## src/rtl/wb_master_bridge.sv

```systemverilog
// rtl/wb_master_bridge.sv - single-transfer Wishbone classic master driven by a CPU load/store port
//
// Purpose: accepts one CPU request at a time, runs it as a Wishbone classic
// cycle and returns a one-cycle completion pulse with read data or an error.
// Optional bus watchdog: define WB_TIMEOUT_EN to abort cycles after TIMEOUT
// BUS cycles without termination.
//
// Ports:
//   clk, rst                       clock, asynchronous active-high reset
//   req_valid/req_ready            CPU request handshake
//   req_we/adr/data/sel            CPU request fields
//   resp_valid/resp_data/resp_err  completion pulse and result
//   adr_out/data_out/we_out/sel_out/stb_out/cyc_out  Wishbone master outputs
//   data_in/akn_in/err_in          Wishbone slave return path
module wb_master_bridge #(
  parameter int ADDR_W  = 16,
  parameter int DATA_W  = 16,
  parameter int SEL_W   = DATA_W / 8,
  parameter int TIMEOUT = 255
) (
  input  logic              clk,
  input  logic              rst,
  input  logic              req_valid,
  output logic              req_ready,
  input  logic              req_we,
  input  logic [ADDR_W-1:0] req_adr,
  input  logic [DATA_W-1:0] req_data,
  input  logic [SEL_W-1:0]  req_sel,
  output logic              resp_valid,
  output logic [DATA_W-1:0] resp_data,
  output logic              resp_err,
  output logic [ADDR_W-1:0] adr_out,
  output logic [DATA_W-1:0] data_out,
  input  logic [DATA_W-1:0] data_in,
  output logic              we_out,
  output logic [SEL_W-1:0]  sel_out,
  output logic              stb_out,
  output logic              cyc_out,
  input  logic              akn_in,
  input  logic              err_in
);

  if (TIMEOUT < 1 || (DATA_W % 8) != 0) begin : g_bad_param
    $error("wb_master_bridge: TIMEOUT must be >= 1 and DATA_W a multiple of 8");
  end

  typedef enum logic {IDLE = 1'b0, BUS = 1'b1} state_t;

  state_t            state_q, state_d;
  logic [ADDR_W-1:0] adr_q, adr_d;
  logic [DATA_W-1:0] wdata_q, wdata_d;
  logic              we_q, we_d;
  logic [SEL_W-1:0]  sel_q, sel_d;
  logic              resp_valid_q, resp_valid_d;
  logic              resp_err_q, resp_err_d;
  logic [DATA_W-1:0] resp_data_q, resp_data_d;

`ifdef WB_TIMEOUT_EN
  localparam int CNT_W = $clog2(TIMEOUT + 1);
  logic [CNT_W-1:0] cnt_q, cnt_d;
  logic             timeout_hit;
  // cnt_q counts completed BUS cycles; this edge brings it to TIMEOUT.
  assign timeout_hit = (cnt_q == CNT_W'(TIMEOUT - 1));
`endif

  always_comb begin
    state_d      = state_q;
    adr_d        = adr_q;
    wdata_d      = wdata_q;
    we_d         = we_q;
    sel_d        = sel_q;
    resp_valid_d = 1'b0;
    resp_err_d   = resp_err_q;
    resp_data_d  = resp_data_q;
`ifdef WB_TIMEOUT_EN
    cnt_d        = cnt_q;
`endif
    case (state_q)
      IDLE: begin
        if (req_valid) begin
          adr_d   = req_adr;
          wdata_d = req_data;
          we_d    = req_we;
          sel_d   = req_sel;
          state_d = BUS;
`ifdef WB_TIMEOUT_EN
          cnt_d   = '0;
`endif
        end
      end
      BUS: begin
`ifdef WB_TIMEOUT_EN
        cnt_d = cnt_q + 1'b1;
`endif
        // err_in outranks akn_in; both outrank the watchdog.
        if (err_in) begin
          state_d      = IDLE;
          resp_valid_d = 1'b1;
          resp_err_d   = 1'b1;
          resp_data_d  = '0;
        end else if (akn_in) begin
          state_d      = IDLE;
          resp_valid_d = 1'b1;
          resp_err_d   = 1'b0;
          resp_data_d  = we_q ? '0 : data_in;
        end
`ifdef WB_TIMEOUT_EN
        else if (timeout_hit) begin
          state_d      = IDLE;
          resp_valid_d = 1'b1;
          resp_err_d   = 1'b1;
          resp_data_d  = '0;
        end
`endif
      end
      default: state_d = IDLE;
    endcase
  end

  always_ff @(posedge clk or posedge rst) begin
    if (rst) begin
      state_q      <= IDLE;
      adr_q        <= '0;
      wdata_q      <= '0;
      we_q         <= 1'b0;
      sel_q        <= '0;
      resp_valid_q <= 1'b0;
      resp_err_q   <= 1'b0;
      resp_data_q  <= '0;
`ifdef WB_TIMEOUT_EN
      cnt_q        <= '0;
`endif
    end else begin
      state_q      <= state_d;
      adr_q        <= adr_d;
      wdata_q      <= wdata_d;
      we_q         <= we_d;
      sel_q        <= sel_d;
      resp_valid_q <= resp_valid_d;
      resp_err_q   <= resp_err_d;
      resp_data_q  <= resp_data_d;
`ifdef WB_TIMEOUT_EN
      cnt_q        <= cnt_d;
`endif
    end
  end

  // Strobe/cycle come straight off the state flop so reset drops them at once.
  assign stb_out    = (state_q == BUS);
  assign cyc_out    = (state_q == BUS);
  assign req_ready  = (state_q == IDLE);
  assign adr_out    = adr_q;
  assign data_out   = wdata_q;
  assign we_out     = we_q;
  assign sel_out    = sel_q;
  assign resp_valid = resp_valid_q;
  assign resp_err   = resp_err_q;
  assign resp_data  = resp_data_q;

endmodule

```

## config.mk

```make
export PLATFORM = sky130hd
export DESIGN_NAME = wb_master_bridge
export DESIGN_NICKNAME = d
export VERILOG_FILES = /design/src/rtl/wb_master_bridge.sv
export SDC_FILE = /design/constraint.sdc
export NUM_CORES = 1
export LEC_CHECK = 0
export ABC_AREA = 1
export BUFFER_PORTS_ARGS = -buffer_cell sky130_fd_sc_hd__buf_2
export CORE_MARGIN = 5
export CORE_UTILIZATION = 40
export CTS_BUF_LIST = sky130_fd_sc_hd__clkbuf_2 sky130_fd_sc_hd__clkbuf_4 sky130_fd_sc_hd__clkbuf_8
export DETAILED_ROUTE_END_ITERATION = 8
export PLACE_DENSITY = 0.79
export SLEW_MARGIN = 20
export SYNTH_ARGS = -nofsm -noshare
export SYNTH_HDL_FRONTEND = slang
export SYNTH_SLANG_ARGS = --single-unit
```

## constraint.sdc

```tcl
create_clock -name clk -period 1.8 [get_ports clk]
set_clock_uncertainty 0.2 [all_clocks]
set_input_delay 0.27 -clock clk [delete_from_list [all_inputs] [get_ports clk]]
set_output_delay 0.27 -clock clk [all_outputs]
set_load 0.02 [all_outputs]
```

# == After elaboration in Yosys (flattened, before gate mapping) ==
# Index checks and enable logic that the tools add are counted.
# op_classes
n_addsub,0
mul,0
n_div,0
magnitude_cmp,0
eq_ne,0
shift,0
muxes,12
bitwise,1
n_reduce_logical,3
# ops
operator,n
$mux 16,3
$mux 1,8
$reduce_and 2->1,2
$pmux 1 s2,1
$reduce_bool 2->1,1
$not 1->1,1
# word_totals
regBits,54
latchBits,0
ram_bits,0
rom_bits,0
elab_cells,24
mem_count,0

# == Depth between registers and ports, before layout ==
# Gate-level depths: netlist (run 1).
# depth
depth_word,3
depth_mapped,5
depth_no_buf,4

# == Least setup slack after synthesis (run 1) ==
# No wires, ideal clock.
# synth_timing
path_kind,flip-flop to output port
start,reg state_q (netlist: cyc_out)
end,out req_ready
arrival_ns,0.901
required_ns,1.330
slack_ns,0.429
path_stages_with_launch,3
path_buffers,1
cell_sequence,dfrtp_1 -> inv_2 -> buf_2
# synth_between
elab_chain_cells,1
# synth_lines
element,line_no,source
from (decl),49,"state_t state_q, state_d;"
from (signal assigned),134,state_q <= state_d;
$not 1->1 (no source line),n/a,
to (decl),24,"output logic req_ready,"
# No other way between the ends.

# == Worst setup path in the final report (run 1) ==
# layout_timing
start,reg state_q (netlist: cyc_out)
end,reg wdata_q[0] (netlist: data_out[0])
# layout_between
elab_chain_cells,2
# layout_lines
element,line_no,source
$not 1->1 (no source line),n/a,
$reduce_and 2->1 (no source line),n/a,
to (signal assigned),136,wdata_q <= wdata_d;
to (decl),51,"logic [DATA_W-1:0] wdata_q, wdata_d;"
# No other way between the ends.
# A chain may end at the register's enable or synchronous reset.

==> impl_metrics.json, run 1 <==
{
  "run_status": "completed",
  "syn_nets": 289,
  "gp_routability_congestion": 0.7758,
  "antenna_violations_before_repair": 0,
  "p_per_area_mw_per_mm2": 1343,
  "total_leakage_power_uw": 0.001848,
  "root_buffer": "sky130_fd_sc_hd__clkbuf_8",
  "timing.critical_path.to_type": "register",
  "post_cts_resize_count": 0,
  "wire_length_of_the_first_global_routing_pass_um": 10280,
  "cp_max_fo": 35,
  "tightestPinTransition_ns": 0.6592,
  "grt_start_max_net_pins": 55,
  "yosys_warnings": 0,
  "worst_setup_path_start_kind": "register",
  "start_util": 0.4175,
  "globalRoute.totalOverflow": 0,
  "min_period_ns": 1.651,
  "number_of_inserted_diodes": 0,
  "cts_max_path_buffers": 2,
  "gr-usage-all-layers": 0.1804,
  "remaining_drc_errors": 0,
  "placed_cell_areas_mm2": 0.002761,
  "sequential_share_of_the_synthesized_area": 0.6257,
  "critical_path_required_ns": 1.79,
  "ctsHtreeMaxLevel": 2,
  "clock_pin_slew_worst_setup_and_hold_paths_ns": 0.09,
  "first_global_vias": 2126,
  "clkLatencyLatePin_ns": 0.30,
  "max_slew_margin": 0.5600,
  "synth_cells": 233,
  "initialDrtViolationCount": 76,
  "routed-via-count": 2168,
  "drv_cap": 0,
  "routed_via_density": 4.839,
  "unrepaired_setup_endpoints_after_global_routing": "false",
  "fmax_ghz": 0.6055,
  "timing.hold.worst.class": "in2reg",
  "ant_nets": 0,
  "port_buffers": 111,
  "layout_worst_path_cycle_share": 0.9175,
  "post_synth.cell_area_avg_um2": 9.269,
  "routed_wl_um": 6268,
  "die_height_um": 83.48,
  "final_design_area_no_fill_mm2": 0.003236,
  "finalSetupViolations": 0,
  "final_max_slew_viol_count": 0,
  "tritoncts": "built",
  "syn2layout_area_growth_pct": 49.83,
  "floorplan.die_area_mm2": 0.006968,
  "drive_above_1_share": 0.3466,
  "placementRows": 26,
  "fin_setup_tns_ns": 0,
  "vdd_ir_drop_max_mv": 0.5932,
  "cp_data_arrival_time_ns": 1.64,
  "instances_no_fill": 448,
  "floorplan.core_area_mm2": 0.005172,
  "detailed_place_hpwl_um": 4215,
  "final-hold-violation-count": 0,
  "unique_masters_post_synth": 13,
  "final_net_count": 433,
  "number_of_synthesized_register_bits": 54,
  "cts_sinks": 54,
  "floorplan.die.width_um": 83.48,
  "place.detailed.instances": 404,
  "mappedNetlistArea_mm2": 0.002160,
  "cts_made_buffers": 5,
  "first_pass_detailed_route_iteration_total": 4,
  "start_to_end_type_of_the_worst_setup_path": "reg2reg",
  "ios": 112,
  "fillerInstances": 451,
  "drt-wirelength-per-cell_um": 13.99
}
-- power by group --
group	switching [µW]	leakage, µW	internal (µW)	total, µW
clock	369	0.0000548	430	799
sequential	221	0.000681	1590	1810
combinational	1150	0.00111	581	1730
-- cell families (layout without fill, tap and decap cells) --
kind of cell,after synthesis,count (layout),share of synthesized area
buffers and inverters,17,162,0.04577
flip-flops,54,54,0.6257
AND/OR/NAND/NOR,162,162,0.3285
-- metrics by stage --
stage | setup WS (ns) | total power, µW | util | hold WS [ns]
5_1_grt | 0.04814 | 4621 | 0.6255 | 0.01040
6_report | 0.1486 | 4344 | 0.6255 | 0.005810
4_1_cts | 0.1475 | 4389 | 0.6236 | 0.0009069
3_5_place_dp | 0.1826 | 3514 | 0.5339 | 0.1454
2_1_floorplan | 0.01542 | 2882 | - | 0.2077
3_3_place_gp | 0.2424 | 3474 | 0.5339 | 0.1442
-- layer usage --
metal | wire length, µm | global-route usage
met1 | 2527 | 0.2272
met2 | 3046 | 0.2850
met3 | 488 | 0.05824
met4 | 206 | 0.07895
met5 | 0 | 0
-- worst max-delay path, cell delays in order, from the launching register on --
cell and delay (ns):
sky130_fd_sc_hd__dfrtp_1 0.47, sky130_fd_sc_hd__inv_2 0.19, sky130_fd_sc_hd__nand2_2 0.40, sky130_fd_sc_hd__nand2_1 0.20, sky130_fd_sc_hd__nand2_1 0.08
-- cell usage after synthesis --
library cell / number / area, µm²
sky130_fd_sc_hd__nand2_1: 88 / 330.3
sky130_fd_sc_hd__nand3_1: 67 / 335.3
sky130_fd_sc_hd__dfrtp_1: 54 / 1351
sky130_fd_sc_hd__buf_2: 7 / 35.03
sky130_fd_sc_hd__buf_4: 5 / 37.54
sky130_fd_sc_hd__nand2_2: 3 / 18.77
sky130_fd_sc_hd__clkbuf_1: 2 / 7.510
sky130_fd_sc_hd__nor2_1: 2 / 7.510
sky130_fd_sc_hd__buf_6: 1 / 11.26
sky130_fd_sc_hd__inv_1: 1 / 3.750
sky130_fd_sc_hd__inv_2: 1 / 3.750
sky130_fd_sc_hd__nand2_4: 1 / 11.26
sky130_fd_sc_hd__nor2_2: 1 / 6.260
-- registers in the layout (all words and copies together) (netlist names) --
name	count
resp_valid	1
data_out	16
resp_err	1
cyc_out	1
sel_out	2
adr_out	16
we_out	1
resp_data	16
-- final cells by class --
class	instances	area, µm²	area share
inverters	2	7.507	0.002320
multi-input cells	162	709.4	0.2193
clock inverters	2	37.54	0.01160
repair buffers	152	965.9	0.2985
flip-flops and latches	54	1351	0.4176
clock buffers	6	76.32	0.02359
well taps	70	87.58	0.02707
-- placed cells by master, fill, tap and decap left out, drive strengths merged --
master       instances
clkbuf               6
nand3               67
dlygate4sd3         36
nor2                 3
buf                116
clkinvlp             1
nand2               92
bufinv               1
inv                  2
dfrtp               54
-- repair_timing --
| action | 4_1_cts | 5_1_grt |
|---|---|---|
| endpoints found under the setup margin | 0 | 0 |
| buffers inserted | 0 | 0 |
| hold buffers | 35 | 1 |
| hold endpoints to repair | 88 | 1 |
-- worst paths after layout --
path                       depth (start not counted)  slack [ns]   startpoint      endpoint
hold reg to reg                                    2        0.27  adr_out[10]   adr_out[10]
setup / recovery                                   4        0.15      cyc_out   data_out[0]
min in group asynchronous                          4        0.36          rst  data_out[11]
hold / removal                                     3       0.006  req_adr[12]   adr_out[12]
max in group asynchronous                          4        0.82          rst  resp_data[0]
setup reg to reg                                   4        0.15      cyc_out   data_out[0]
Note: power is estimated with default switching activity, not from simulation.
==> run 2, diff against run 1 <==
PLACE_DENSITY = 0.76   (was 0.79)
clock period = 1.59 ns   (was 1.8 ns; I/O delays follow)
==> impl_metrics.json, run 2 (synthesized netlist as in run 1, its figures left out) <==
{
  "run_status": "completed",
  "layout_worst_path_cycle_share": 0.9588,
  "fin_setup_tns_ns": 0,
  "cp_data_arrival_time_ns": 1.09,
  "mostFrequentLayoutCell": "sky130_fd_sc_hd__buf_2",
  "ant_nets": 0,
  "first_pass_detailed_route_iteration_total": 5,
  "timing.critical_path.to_type": "primary output",
  "initialDrtViolationCount": 138,
  "tritoncts": "built",
  "fmax_ghz": 0.6560,
  "remaining_drc_errors": 0,
  "placed_cell_areas_mm2": 0.002795,
  "critical_path_required_ns": 1.15,
  "start_to_end_type_of_the_worst_setup_path": "reg2out",
  "drt-wirelength-per-cell_um": 14.51,
  "routed_wl_um": 6792,
  "clkLatencyLatePin_ns": 0.29,
  "setup_slack_ns": 0.06551,
  "detailed_place_hpwl_um": 4063,
  "total_leakage_power_uw": 0.001932,
  "min-delay-start": "req_valid",
  "drive_above_1_share": 0.3392,
  "min_period_ns": 1.524,
  "holdPathStages": 3,
  "final-hold-violation-count": 0,
  "worst_setup_path_start_kind": "register",
  "final_max_slew_viol_count": 0,
  "cts_made_buffers": 5,
  "grt_start_max_net_pins": 55,
  "start_util": 0.4175,
  "clock_pin_slew_worst_setup_and_hold_paths_ns": 0.08,
  "instances_no_fill": 468,
  "globalRoute.totalOverflow": 0,
  "root_buffer": "sky130_fd_sc_hd__clkbuf_8",
  "ios": 112,
  "cts_sinks": 54,
  "final_design_area_no_fill_mm2": 0.003426,
  "top_library_cells_by_usage_in_the_layout_fill_and_taps_aside": "sky130_fd_sc_hd__buf_2 (111), sky130_fd_sc_hd__nand2_1 (88), sky130_fd_sc_hd__nand3_1 (67)",
  "number_of_inserted_diodes": 0,
  "placementRows": 26,
  "worstHoldEndpoint": "data_out[15]",
  "antenna_violations_before_repair": 0,
  "ctsHtreeMaxLevel": 2,
  "detailedPlace.worstSlack_ns": 0.2103,
  "routed_via_density": 4.806,
  "timing.hold.worst.class": "in2reg",
  "routed-via-count": 2249,
  "unrepaired_setup_endpoints_after_global_routing": "false",
  "finalSetupViolations": 0,
  "cts_max_path_buffers": 2,
  "drv_cap": 0,
  "first_global_vias": 2245,
  "wire_length_of_the_first_global_routing_pass_um": 11340,
  "ff2ff_path_depth": 5,
  "syn2layout_area_growth_pct": 58.63,
  "max_slew_margin": 0.7729,
  "worstReg2RegStart": "cyc_out",
  "p_per_area_mw_per_mm2": 1440,
  "final_net_count": 453,
  "place.detailed.instances": 408,
  "vdd_ir_drop_max_mv": 0.6600,
  "port_buffers": 111,
  "rr_endpoint": "data_out[3]",
  "gr-usage-all-layers": 0.2002,
  "cp_max_fo": 6,
  "die_height_um": 83.48,
  "setup.reg_to_reg.worst_slack_ns": 0.20,
  "floorplan.die.width_um": 83.48,
  "gp_routability_congestion": 0.7625,
  "tightestPinTransition_ns": 0.3407,
  "floorplan.core_area_mm2": 0.005172,
  "floorplan.die_area_mm2": 0.006968
}
## run 2: what timing repair did
action / 4_1_cts / 5_1_grt
resized for setup: 0 / 0
hold buffers: 52 / 0
setup buffers: 0 / 0
hold endpoints to repair: 105 / 0
## run 2: cell type report
cell class / instances / area (µm²)
inverter: 2 / 11.26
multi-input combinational: 162 / 709.4
tap: 70 / 87.58
clock buffer: 8 / 110.1
timing repair buffer: 172 / 1156
sequential: 54 / 1351
fill: 423 / 1747
## run 2: critical path: stages (launching register included)
cell,delay (ns)
sky130_fd_sc_hd__dfrtp_1,0.46
sky130_fd_sc_hd__inv_2,0.13
sky130_fd_sc_hd__buf_2,0.19
## run 2: worst max-delay path by stage
stage	startpoint	to	depth (start not counted)
2_1_floorplan	cyc_out	resp_data[0]	4
3_3_place_gp	cyc_out	adr_out[3]	5
3_5_place_dp	cyc_out	adr_out[6]	5
4_1_cts	cyc_out	req_ready	2
5_1_grt	cyc_out	req_ready	2
6_report	cyc_out	req_ready	2
## run 2: power by group
group | leakage [µW] | internal [µW] | switching, µW
sequential | 0.000681 | 1800 | 257
combinational | 0.00119 | 707 | 1320
clock | 0.0000575 | 440 | 409
## run 2: layer usage
metal	global-route usage	up-vias	wire length, µm
met1	0.2456	1048	2703
met5	0	-	0
met2	0.3397	99	3523
met4	0.07310	0	162
li1	-	1088	-
met3	0.05232	14	402
## run 2: metrics by stage
step	hold slack, ns	utilization	total power, µW
after global placement	0.1370	0.5404	3959
after CTS	0.08263	0.6623	4955
after detailed placement	0.1383	0.5404	3994
after floorplan	0.1063	-	3264
final	0.09912	0.6623	4933
after global routing	0.08815	0.6623	5260
==> run 3, diff against run 2 <==
ABC_CLOCK_PERIOD_IN_PS = 1590   (was unset)
CORE_MARGIN = 2   (was 5)
==> impl_metrics.json, run 3 (synthesized netlist as in run 1, its figures left out) <==
{
  "slowest_delay_ns": 0.45,
  "ios": 112,
  "final-hold-violation-count": 0,
  "ant_nets": 0,
  "initialDrtViolationCount": 129,
  "cp_data_arrival_time_ns": 1.08,
  "die_height_um": 77.48,
  "min_period_ns": 1.514,
  "timing.critical_path.slowest_stage_cell": "sky130_fd_sc_hd__dfrtp_2",
  "timing.hold.worst.class": "in2reg",
  "floorplan.die_area_mm2": 0.006002,
  "root_buffer": "sky130_fd_sc_hd__clkbuf_8",
  "final_max_slew_viol_count": 0,
  "total_leakage_power_uw": 0.001957,
  "layout_worst_path_cycle_share": 0.9525,
  "first_pass_detailed_route_iteration_total": 4,
  "final_net_count": 454,
  "drt-wirelength-per-cell_um": 13.64,
  "critical_path_required_ns": 1.15,
  "met3WireLength_um": 337,
  "top_layer_reached_by_signal_wires": "met4",
  "route.layer.met1.wl_um": 2668,
  "tritoncts": "built",
  "top_library_cells_by_usage_in_the_layout_fill_and_taps_aside": "sky130_fd_sc_hd__buf_2 (110), sky130_fd_sc_hd__nand2_1 (88), sky130_fd_sc_hd__nand3_1 (67)",
  "number_of_inserted_diodes": 0,
  "tightestPinTransition_ns": 0.2833,
  "syn2layout_area_growth_pct": 61.36,
  "remaining_drc_errors": 0,
  "routed-via-count": 2226,
  "run_status": "completed",
  "detailed_place_hpwl_um": 3757,
  "clock_pin_slew_worst_setup_and_hold_paths_ns": 0.09,
  "cts_made_buffers": 5,
  "fmax_ghz": 0.6603,
  "wire_length_of_the_first_global_routing_pass_um": 10250,
  "max_slew_margin": 0.8111,
  "cts_sinks": 54,
  "cp_max_fo": 12,
  "finalSetupViolations": 0,
  "drive_above_1_share": 0.3434,
  "grt_start_max_net_pins": 55,
  "floorplan.die.width_um": 77.48,
  "routed-wl-met2_um": 3214,
  "instances_no_fill": 469,
  "floorplan.core_area_mm2": 0.005172,
  "p_per_area_mw_per_mm2": 1491,
  "antenna_violations_before_repair": 0,
  "port_buffers": 111,
  "drv_cap": 0,
  "ff2ff_path_depth": 5,
  "mostFrequentLayoutCell": "sky130_fd_sc_hd__buf_2",
  "start_util": 0.4175,
  "min-delay-start": "err_in",
  "setup.reg_to_reg.worst_slack_ns": 0.19,
  "clkLatencyLatePin_ns": 0.30,
  "routed_via_density": 4.746,
  "routed_wl_um": 6398,
  "gp_routability_congestion": 0.7702,
  "unrepaired_setup_endpoints_after_global_routing": "false",
  "cts_max_path_buffers": 2,
  "sequence_of_cells_on_the_critical_path": "inv_4 -> clkbuf_4",
  "worstReg2RegStart": "cyc_out",
  "critical_path.top_delay_family": "flip-flops",
  "timing.critical_path.to_type": "primary output",
  "worstHoldEndpoint": "resp_data[15]",
  "globalRoute.totalOverflow": 0,
  "placementRows": 26,
  "start_to_end_type_of_the_worst_setup_path": "reg2out",
  "ctsHtreeMaxLevel": 2,
  "gr-usage-all-layers": 0.2183,
  "vdd_ir_drop_max_mv": 0.7203,
  "fin_setup_tns_ns": 0,
  "first_global_vias": 2171,
  "place.detailed.instances": 407,
  "rr_endpoint": "resp_data[8]",
  "holdPathStages": 4,
  "timing.critical_path.buf_inv": 2,
  "utilization": 0.6737,
  "worst_setup_path_start_kind": "register"
}
==> run 3: changes by cell type in the layout (fill, tap and decap cells not counted) <==
cell,delta
sky130_fd_sc_hd__clkbuf_8,-2
sky130_fd_sc_hd__buf_12,+1
sky130_fd_sc_hd__inv_2,-1
sky130_fd_sc_hd__clkbuf_4,+1
sky130_fd_sc_hd__buf_2,-1
sky130_fd_sc_hd__dfrtp_2,+1
sky130_fd_sc_hd__dfrtp_1,-1
sky130_fd_sc_hd__inv_4,+1
sky130_fd_sc_hd__bufinv_16,+2
==> run 3: cell type report <==
class	count	area [µm²]
fill	412	1688
sequential	54	1353
timing repair buffer	173	1179
multi-input combinational	162	709.4
tap	70	87.58
clock buffer	6	82.58
clock inverter	2	60.06
inverter	2	13.76
==> run 3: worst max path at each step <==
stage          startpoint           end  slack [ns]  cells after the start
2_1_floorplan     cyc_out  resp_data[0]        0.23                      4
3_3_place_gp      cyc_out   adr_out[13]        0.22                      4
3_5_place_dp      cyc_out   adr_out[13]        0.17                      4
4_1_cts           cyc_out     req_ready        0.03                      2
5_1_grt           cyc_out     req_ready        0.03                      2
6_report          cyc_out     req_ready        0.08                      2
==> run 3: where the power goes <==
part / leakage, µW / internal, µW / switching, µW
clock network: 0.0000714 / 671 / 428
logic: 0.00121 / 730 / 1310
registers: 0.000680 / 1800 / 250
total: 0.00196 / 3210 / 1990
==> run 3: through the flow <==
step	instance area, µm²	hold slack, ns	setup slack, ns	power [µW]
after floorplan	2163	0.1063	0.2293	3264
after global placement	2800	0.1310	0.2206	3934
after detailed placement	2800	0.1341	0.1692	3972
after CTS	3467	0.05788	0.02593	5183
after global routing	3485	0.08246	0.03194	5504
final	3485	0.06330	0.07555	5196
==> run 3: repair_timing <==
item / CTS / global route
resized for setup: 2 / 1
hold buffers: 52 / 0
endpoints found under the setup margin: 1 / 1
hold endpoints to repair: 105 / 0
setup buffers: 0 / 2
cloned: 0 / 0
==> run 3: worst min-delay path: cells and delay by family <==
kind | cells | cell delay, ns
simple gates | 3 | 0.20
buf+inv | 1 | 0.10
==> run 3: layer usage <==
metal / global-route usage / vias up
met3: 0.05116 / 15
met5: 0 / -
li1: - / 1080
met1: 0.2613 / 1044
met2: 0.3774 / 87
met4: 0.09107 / 0
